===== src/rtl/sr_cmd_conditioner_pkg.sv =====
// sr_cmd_conditioner_pkg
//   Shared definitions for the SR command conditioner: arbiter FSM state
//   encodings and default debounce / lockout lengths.
package sr_cmd_conditioner_pkg;

  typedef enum logic {
    ST_IDLE = 1'b0,
    ST_GAP  = 1'b1
  } state_t;

  localparam int DEF_DEB_CYCLES = 16;
  localparam int DEF_GAP_CYCLES = 4;

endpackage


===== src/rtl/sr_cmd_conditioner_debounce.sv =====
// sr_cmd_conditioner_debounce
//   One request channel: 2-flop synchroniser, mismatch counter, filtered
//   level and a registered one-cycle pulse on each filtered rising edge.
// Ports
//   i_clk   system clock
//   i_rst   synchronous active-high reset
//   i_btn   raw asynchronous button level
//   o_rise  one-cycle pulse when the filtered level goes 0->1
module sr_cmd_conditioner_debounce #(
  parameter int DEB_CYCLES = 16
) (
  input  logic i_clk,
  input  logic i_rst,
  input  logic i_btn,
  output logic o_rise
);

  localparam int CW = $clog2(DEB_CYCLES + 1);

  logic          r_sync1;
  logic          r_sync2;
  logic          r_level;
  logic          r_rise;
  logic [CW-1:0] r_cnt;

  always_ff @(posedge i_clk) begin
    if (i_rst) begin
      r_sync1 <= 1'b0;
      r_sync2 <= 1'b0;
      r_level <= 1'b0;
      r_rise  <= 1'b0;
      r_cnt   <= '0;
    end else begin
      r_sync1 <= i_btn;
      r_sync2 <= r_sync1;
      r_rise  <= 1'b0;
      if (r_sync2 == r_level) begin
        r_cnt <= '0;
      end else if (r_cnt == CW'(DEB_CYCLES - 1)) begin
        // this cycle is the DEB_CYCLES-th consecutive mismatch
        r_level <= ~r_level;
        r_rise  <= ~r_level;
        r_cnt   <= '0;
      end else begin
        r_cnt <= r_cnt + CW'(1);
      end
    end
  end

  assign o_rise = r_rise;

endmodule


===== src/rtl/sr_cmd_conditioner.sv =====
// sr_cmd_conditioner
//   Turns two bouncing button lines into clean, mutually exclusive,
//   single-cycle set/reset pulses for an SR flip-flop, with a lockout
//   window after every issued command.
// Ports
//   i_clk       system clock
//   i_rst       synchronous active-high reset
//   i_set_btn   raw set request
//   i_clr_btn   raw clear request
//   o_s         one-cycle set pulse
//   o_r         one-cycle reset pulse
//   o_busy      command pending, issuing or in lockout
//   o_conflict  one-cycle pulse when both requests were pending together
module sr_cmd_conditioner
  import sr_cmd_conditioner_pkg::*;
#(
  parameter int DEB_CYCLES   = DEF_DEB_CYCLES,
  parameter int GAP_CYCLES   = DEF_GAP_CYCLES,
  parameter bit CLR_PRIORITY = 1'b1
) (
  input  logic i_clk,
  input  logic i_rst,
  input  logic i_set_btn,
  input  logic i_clr_btn,
  output logic o_s,
  output logic o_r,
  output logic o_busy,
  output logic o_conflict
);

  localparam int GW = $clog2(GAP_CYCLES + 1);

  logic          w_set_rise;
  logic          w_clr_rise;
  logic          w_idle;
  logic          w_both;
  logic          w_issue_set;
  logic          w_issue_clr;
  logic          w_issue;
  logic          w_pend_set_nxt;
  logic          w_pend_clr_nxt;
  state_t        w_state_nxt;

  state_t        r_state;
  logic [GW-1:0] r_gap;
  logic          r_pend_set;
  logic          r_pend_clr;
  logic          r_s;
  logic          r_r;
  logic          r_busy;
  logic          r_conflict;

  sr_cmd_conditioner_debounce #(.DEB_CYCLES(DEB_CYCLES)) u_deb_set (
    .i_clk  (i_clk),
    .i_rst  (i_rst),
    .i_btn  (i_set_btn),
    .o_rise (w_set_rise)
  );

  sr_cmd_conditioner_debounce #(.DEB_CYCLES(DEB_CYCLES)) u_deb_clr (
    .i_clk  (i_clk),
    .i_rst  (i_rst),
    .i_btn  (i_clr_btn),
    .o_rise (w_clr_rise)
  );

  // Arbitration: only from IDLE; on a tie the priority channel wins and
  // the other pending bit is discarded along with it.
  assign w_idle      = (r_state == ST_IDLE);
  assign w_both      = r_pend_set & r_pend_clr;
  assign w_issue_clr = w_idle & r_pend_clr & (~r_pend_set | CLR_PRIORITY);
  assign w_issue_set = w_idle & r_pend_set & ~w_issue_clr;
  assign w_issue     = w_issue_set | w_issue_clr;

  // Any issue clears both bits (winner served, loser dropped); a new rise
  // always lands, including during GAP.
  assign w_pend_set_nxt = w_set_rise | (r_pend_set & ~w_issue);
  assign w_pend_clr_nxt = w_clr_rise | (r_pend_clr & ~w_issue);

  always_comb begin
    w_state_nxt = r_state;
    if (w_issue)
      w_state_nxt = ST_GAP;
    else if (r_state == ST_GAP && r_gap == GW'(1))
      w_state_nxt = ST_IDLE;
  end

  always_ff @(posedge i_clk) begin
    if (i_rst) begin
      r_state    <= ST_IDLE;
      r_gap      <= '0;
      r_pend_set <= 1'b0;
      r_pend_clr <= 1'b0;
      r_s        <= 1'b0;
      r_r        <= 1'b0;
      r_busy     <= 1'b0;
      r_conflict <= 1'b0;
    end else begin
      r_state    <= w_state_nxt;
      r_pend_set <= w_pend_set_nxt;
      r_pend_clr <= w_pend_clr_nxt;
      r_s        <= w_issue_set;
      r_r        <= w_issue_clr;
      r_conflict <= w_issue & w_both;
      // busy reflects the state being entered so it lines up with o_s/o_r
      r_busy     <= (w_state_nxt != ST_IDLE) | w_pend_set_nxt | w_pend_clr_nxt;
      if (w_issue)
        r_gap <= GW'(GAP_CYCLES);
      else if (r_state == ST_GAP)
        r_gap <= r_gap - GW'(1);
    end
  end

  assign o_s        = r_s;
  assign o_r        = r_r;
  assign o_busy     = r_busy;
  assign o_conflict = r_conflict;

endmodule


===== config.mk =====
export PLATFORM = sky130hd
export DESIGN_NAME = sr_cmd_conditioner
export DESIGN_NICKNAME = d
export VERILOG_FILES = /design/src/rtl/sr_cmd_conditioner_pkg.sv /design/src/rtl/sr_cmd_conditioner_debounce.sv /design/src/rtl/sr_cmd_conditioner.sv
export SDC_FILE = /design/constraint.sdc
export NUM_CORES = 1
export LEC_CHECK = 0
export BUFFER_PORTS_ARGS = -buffer_cell sky130_fd_sc_hd__buf_2
export CORE_MARGIN = 3
export CORE_UTILIZATION = 50
export DETAILED_ROUTE_END_ITERATION = 16
export PLACE_DENSITY = 0.71
export SETUP_SLACK_MARGIN = 0.3
export SYNTH_ARGS = -nofsm -noshare
export SYNTH_HDL_FRONTEND = slang
export SYNTH_SLANG_ARGS = --single-unit

===== constraint.sdc =====
create_clock -name i_clk -period 1.6 [get_ports i_clk]
set_clock_uncertainty 0.05 [all_clocks]
set_input_delay 0.32 -clock i_clk [delete_from_list [all_inputs] [get_ports i_clk]]
set_output_delay 0.32 -clock i_clk [all_outputs]
set_load 0.05 [all_outputs]

After elaboration in Yosys (flattened, before gate mapping)
Cells that the tools add are included.
{ "word_totals": {"regBits": 28, "output_inout_bits": 4} }
{ "op_classes": {"n_addsub": 3, "n_eq_ne": 5, "mux": 4, "n_bitwise": 21, "reduce_logical": 9} }
{ "op_table": {"columns": ["operator", "count"], "rows": [
  ["$reduce_or A3 Y1", 4],
  ["$add A5 B1 Y5 const B", 2],
  ["$eq A5 B4 Y1 const B", 2],
  ["$not A1 Y1", 9],
  ["$and A1 B1 Y1", 7],
  ["$mux W3", 2],
  ["$or A1 B1 Y1", 5],
  ["$reduce_and A2 Y1", 2],
  ["$eq A3 B1 Y1 const B", 1],
  ["$sub A3 B1 Y3 const B", 1],
  ["$eq A1 B1 Y1", 2],
  ["$mux W1", 2],
  ["$reduce_bool A2 Y1", 1],
  ["$reduce_or A2 Y1", 1],
  ["$logic_and A1 B1 Y1", 1]
]} }

Depth between registers and ports, before layout
Gate-level depths: netlist (run 1).
{ "depth": {"ltp_word": 10, "mapped_depth": 5, "mapped_depth_nobuf": 5} }

By module
Synthesis (run 1) repeated with hierarchy kept, for this count alone.
{ "hier_totals": {"cells_unflattened": 96, "area_unflattened_um2": 1017.2} }
{ "by_module_without_submodules": {"columns": ["mod", "n_inst", "cells_each", "area_per_inst_um2", "seq_area_each_um2"], "rows": [
  ["sr_cmd_conditioner_debounce", 2, 29, 319.1, 180.2],
  ["sr_cmd_conditioner", 1, 38, 379.1, 200.2]
]} }

Least setup slack after synthesis (run 1)
No wires, ideal clock.
{ "synth_timing": {"kind": "reg-to-reg", "from": "register u_deb_clr.r_cnt[0]", "to": "register u_deb_clr.r_cnt[2]", "setup_time_ns": 0.064, "arrival_time_ns": 1.367, "slack_ns": 0.119, "stages_incl_launch_ff": 6, "n_path_buf": 0, "period_less_slack_ns": 1.481, "path_cell_list": "dfxtp_1 -> ha_1 -> and3_1 -> ha_1 -> or3_4 -> nor2_1"} }
{ "synth_via": {"elab_chain_len": 2} }
{ "synth_rtl": {"columns": ["element", "line_no", "rtl"], "rows": [
  ["start, declared", "sr_cmd_conditioner_debounce.sv:24", "logic [CW-1:0] r_cnt;"],
  ["start signal, assigned", "sr_cmd_conditioner_debounce.sv:45", "r_cnt <= r_cnt + CW'(1);"],
  ["branches (longest 2 deep; another with $add A5 B1 Y5)", null, null]
]} }
Several ways; the timed one is not identified.
A chain may end at the register's enable or synchronous reset.

Worst setup path after layout (run 1)
{ "layout_timing": {"from": "register u_deb_set.r_cnt[1]", "to": "register u_deb_set.r_cnt[1]"} }
{ "layout_via": {"elab_chain_len": 2} }
{ "layout_rtl": {"columns": ["element", "line_no"], "rows": [
  ["start, declared", "sr_cmd_conditioner_debounce.sv:24"],
  ["start signal, assigned", "sr_cmd_conditioner_debounce.sv:45"],
  ["branches (longest 2 deep; another with $add A5 B1 Y5)", null]
]} }
Several ways; the timed one is not identified.

==> qor.yml, run 1 <==
die_w_microns: 51.1
crit_path_start_kind: "flip-flop"
worst_slack_ns: 0.212
core_area_sq_um: 1820
critPathMaxFanout: 5
setup_viol: 0
rsz0062_at_grt: "yes"
firstDrtPassIters: 2
io_pins: 8
crit_arrival_ns: 1.61
rows: 15
die-area_sq_um: 2610
fin_hold_ws_ns: 0.147
utilization_pct: 70.2
grt.overflow.total: 0
cp.required_ns: 1.83
cts_tree: "yes"
synth_area_sq_um: 1020
netlist_top_cells_count: "dfxtp_1 (28), nor2_1 (15), inv_1 (8)"
finalHoldViolations: 0
crit_type: "flip-flop to flip-flop"
ant_nets: 0
start_util_pct: 55.9
place_area_sq_um: 1130
drc_errors: 0
drive_gt1_share_pct: 33.6
yosysTopAreaCellShare_pct: 55.0
synthFlopType: "dfxtp_1"
syn_nets: 107
syn2layout_area_growth_pct: 25.6
nets: 124
maxSlewViolCount: 0
timing.final.crit_share_pct: 86.7
relSlewSlack_pct: 77.1
syn_avg_cell_area_sq_um: 10.5
dpl_worst_slack_ns: 0.223
power.density_nw_per_um2: 929
status: "complete, no violations"
grt_pass1_vias: 573
track_usage_pct: 12.3
die_h_microns: 51.1
fin_area_sq_um: 1280
fmax_mhz: 721
clk_pin_slew_worst_paths_ns: 0.15
grt_antenna_before_repair: 0
root_buffer: "clkbuf_4"
p_leak_uw: 0.000473
finalSetupTns_ns: 0
vias: 657
clockBufferDepth: 2
ys_async_sr_fraction_pct: 0
yosysMostFrequentCell: "dfxtp_1"
diodes: 0
drtIter0Drc: 5
cp-end-kind: "flip-flop"
seq_area_sq_um: 567
dp_hpwl_microns: 912
min_period_ns: 1.39
synth_cell_type_count: 27
ys_seq_area_share_pct: 55.0
yosysWarningCount: 0
port_buffers: 7
clock_sinks: 28
grt_pass1_wl_microns: 2390
grt_max_degree: 19
holdBufCountCts: 0
synth_edf_count: 0
hp-class: "primary input to flip-flop"
ys_top_cells_by_area: "dfxtp_1 (55%), ha_1 (7.4%), nor2_1 (5.5%)"
vdd.ir_drop.worst_mv: 0.685
fillers: 146
ys_seq_elements: 28
numCtsBuffers: 3
maxCapViolCount: 0
multi_input_area_sq_um: 495
synthCells: 97
worst_pin_slew_ns: 0.343
via_per_inst: 4.76
place.gp.congestion: 0.623
wl_microns: 1400
clk_latency_ns: 0.32
avgRoutedWirePerCell_microns: 10.2
yosys.area.top_type: "dfxtp_1"
cts_max_level: 1
[routing by layer]
layer	track usage, %	part of all wire, %
met3	3.50	3.2
met2	19.3	48
met1	15.0	47
met4	6.73	1.0
met5	0	0
[logic make-up after synthesis]
logic type	count (synthesis)	synth area share (%)
compound gates	8	4.67
xor+xnor	6	5.16
fa+ha+maj	6	7.37
buf+inv	11	5.04
flops	28	55.0
mux	2	1.97
simple gates	36	20.8
[critical path, cell delays in order (launching register included)]
cell and delay (ns):
dfxtp_2 0.37, ha_4 0.16, and3_4 0.15, ha_4 0.15, or3_4 0.36, nor2_2 0.11
[what timing repair did]
action                                  4_1_cts  5_1_grt
setup buffers                                 6        2
gates resized for setup                       1        9
pin swaps                                     4        2
hold endpoints to repair                      0        0
endpoints found under the setup margin       11       17
[power breakdown]
| part | internal (uW) | total, uW | leakage (uW) | switching [uW] |
|---|---|---|---|---|
| logic | 13.0 | 26.5 | 0.000216 | 13.4 |
| registers | 704 | 707 | 0.000229 | 3.56 |
| clock network | 253 | 453 | 0.0000279 | 200 |
[sequential cells by signal, summed over array words and instances (netlist names)]
signal / cells
u_deb_clr.r_cnt: 5
u_deb_set.r_cnt: 5
r_gap: 3
o_busy: 1
o_conflict: 1
o_r: 1
o_s: 1
r_pend_clr: 1
r_pend_set: 1
r_state: 1
u_deb_clr.o_rise: 1
u_deb_clr.r_level: 1
u_deb_clr.r_sync1: 1
u_deb_clr.r_sync2: 1
u_deb_set.o_rise: 1
u_deb_set.r_level: 1
u_deb_set.r_sync1: 1
u_deb_set.r_sync2: 1
[metrics by stage]
| stage | power (uW) | instances |
|---|---|---|
| after CTS | 1200 | 136 |
| final | 1190 | 138 |
| after detailed placement | 745 | 126 |
| after floorplan | 740 | 97 |
| after global placement | 744 | 126 |
| after global routing | 1230 | 138 |
[layout by cell type, fill, tap and decap left out, types with 4 or more instances in the layout]
cell	Yosys	routed
dfxtp_1	28	23
nor2_1	15	12
inv_1	8	8
buf_4	0	8
clkbuf_4	0	6
a21oi_1	5	5
dfxtp_2	0	5
nor2b_1	4	4
xnor2_1	4	4
ha_4	0	4
buf_2	1	4
[area by class of cell]
class | count | area share (%)
sequential | 28 | 44.3
multi-input combinational | 58 | 38.7
timing repair buffer | 15 | 8.02
tap | 25 | 2.45
clock inverter | 1 | 2.35
inverter | 8 | 2.35
clock buffer | 3 | 1.76
[final timing paths]
| path | start | end | slack [ns] | cells after the start |
|---|---|---|---|---|
| worst max-delay path | u_deb_set.r_cnt[1] | u_deb_set.r_cnt[1] | 0.21 | 5 |
| worst min-delay path | i_set_btn | u_deb_set.r_sync1 | 0.15 | 2 |
| worst max register to register | u_deb_set.r_cnt[1] | u_deb_set.r_cnt[1] | 0.21 | 5 |
| worst min register to register | u_deb_clr.r_sync1 | u_deb_clr.r_sync2 | 0.40 | 1 |
(Power assumes the default switching activity.)
==> inputs of run 2 (changes only) <==
RECOVER_POWER = 25   (was unset)
==> qor.yml, run 2 (synthesis results as in run 1) <==
status: "complete, no violations"
ant_nets: 0  # unchanged
rows: 15  # unchanged
root_buffer: "clkbuf_4"
firstDrtPassIters: 2  # unchanged
worstPathCellList: "ha_4 -> and3_4 -> ha_4 -> or3_4 -> nor2_2"
fillers: 147  # +0.68%
diodes: 0  # unchanged
dp_hpwl_microns: 912  # unchanged
crit_slowest_cell: "dfxtp_2"
track_usage_pct: 12.3  # unchanged
worst_slack_ns: 0.212  # unchanged
grt_pass1_wl_microns: 2390  # unchanged
cts_tree: "yes"
clock_sinks: 28  # unchanged
drive_gt1_share_pct: 32.7  # -0.88 points
io_pins: 8  # unchanged
biggestRegsByFlops: "u_deb_clr.r_cnt (5), u_deb_set.r_cnt (5), r_gap (3)"
clk_pin_slew_worst_paths_ns: 0.15  # about the same
relSlewSlack_pct: 45.7  # -31 points
nets: 124  # unchanged
clockBufferDepth: 2  # unchanged
vias: 657  # unchanged
grt_antenna_before_repair: 0  # unchanged
grt_pass1_vias: 573  # unchanged
path_buf_inv: 0  # unchanged
drtIter0Drc: 5  # unchanged
utilization_pct: 70.2  # about the same
crit_arrival_ns: 1.61  # about the same
vdd.ir_drop.worst_mv: 0.685  # about the same
die_w_microns: 51.1  # unchanged
dpl_worst_slack_ns: 0.223  # unchanged
layout_common_cells: "dfxtp_1 (23), nor2_1 (12), inv_1 (8), buf_4 (8), clkbuf_4 (6)"
core_area_sq_um: 1820  # unchanged
layout_commonest_cell: "dfxtp_1"
setup_viol: 0  # unchanged
numCtsBuffers: 3  # unchanged
grt_max_degree: 19  # unchanged
min_period_ns: 1.39  # unchanged
worst_pin_slew_ns: 0.815  # +0.471 ns
port_buffers: 7  # unchanged
drc_errors: 0  # unchanged
finalSetupTns_ns: 0  # unchanged
power.density_nw_per_um2: 929  # about the same
crit_path_start_kind: "flip-flop"
avgRoutedWirePerCell_microns: 10.2  # -0.14%
wl_microns: 1400  # -0.14%
cp.required_ns: 1.83  # about the same
finalHoldViolations: 0  # unchanged
syn2layout_area_growth_pct: 25.4  # about the same
die_h_microns: 51.1  # unchanged
cp_top_family: "simple AND/OR/NAND/NOR gates"
clk_latency_ns: 0.32  # about the same
p_leak_uw: 0.000471  # -0.58%
slowest_delay_ns: 0.37  # about the same
place.gp.congestion: 0.623  # unchanged
fmax_mhz: 721  # unchanged
timing.final.crit_share_pct: 86.7  # unchanged
critPathMaxFanout: 5  # unchanged
rsz0062_at_grt: "yes"
maxCapViolCount: 0  # unchanged
crit_top_cell: "ha_4"
start_util_pct: 55.9  # unchanged
die-area_sq_um: 2610  # unchanged
hp-class: "primary input to flip-flop"
cts_max_level: 1  # unchanged
cp-end-kind: "flip-flop"
via_per_inst: 4.76  # unchanged
maxSlewViolCount: 0  # unchanged
crit_type: "flip-flop to flip-flop"
grt.overflow.total: 0  # unchanged
[run 2: cell types whose count changed in the layout (fill, tap and decap cells not counted), sizes merged]
cell / change
buf: -1
clkbuf: +1
[run 2: worst register-to-register path, cell delays in order (launching register included)]
cell and delay (ns):
dfxtp_2 0.37, ha_4 0.16, and3_4 0.15, ha_4 0.15, or3_4 0.36, nor2_2 0.11
[run 2: layout make-up]
cell class                 count  area [sq um]  share of cell area, %
clock buffer                   3          22.5                   1.76
clock inverter                 1          30.0                   2.35
tap                           25          31.3                   2.45
multi-input combinational     58           495                   38.8
timing repair buffer          15           101                   7.93
sequential                    28           567                   44.4
inverter                       8          30.0                   2.35
[run 2: repair_timing]
| action | 4_1_cts | 5_1_grt |
|---|---|---|
| resized for setup | 1 | 9 |
| endpoints found under the hold margin | 0 | 0 |
| setup buffers | 6 | 2 |
| endpoints found under the setup margin | 11 | 17 |
| pin swaps | 4 | 2 |
| hold buffers | 0 | 0 |
[run 2: where the power goes]
part	total, uW	internal, uW	switching, uW
Sequential	707	704	3.56
Combinational	26.1	12.7	13.4
Clock	453	253	200
[run 2: layer usage]
layer  vias up  track usage, %  share of wire [%]
met5         -               0                  0
met4         0            6.73                1.0
met3         2            3.50                3.2
met2         6            19.3                 48
met1       297            15.0                 47
li1        352               -                  -
[run 2: worst paths after layout]
kind | slack (ns) | depth (start not counted) | to | start
max reg2reg | 0.21 | 5 | u_deb_set.r_cnt[1] | u_deb_set.r_cnt[1]
min reg2reg | 0.40 | 1 | u_deb_clr.r_sync2 | u_deb_clr.r_sync1
max | 0.21 | 5 | u_deb_set.r_cnt[1] | u_deb_set.r_cnt[1]
min | 0.15 | 2 | u_deb_set.r_sync1 | i_set_btn
[run 2: metrics by stage]
step	area, sq um	hold slack, ns	power (uW)	std cells
after global placement	1130	0.369	744	126
after floorplan	1080	0.361	740	97
after global routing	1280	0.144	1230	138
after CTS	1230	0.140	1200	136
final	1280	0.147	1190	138
after detailed placement	1130	0.375	745	126
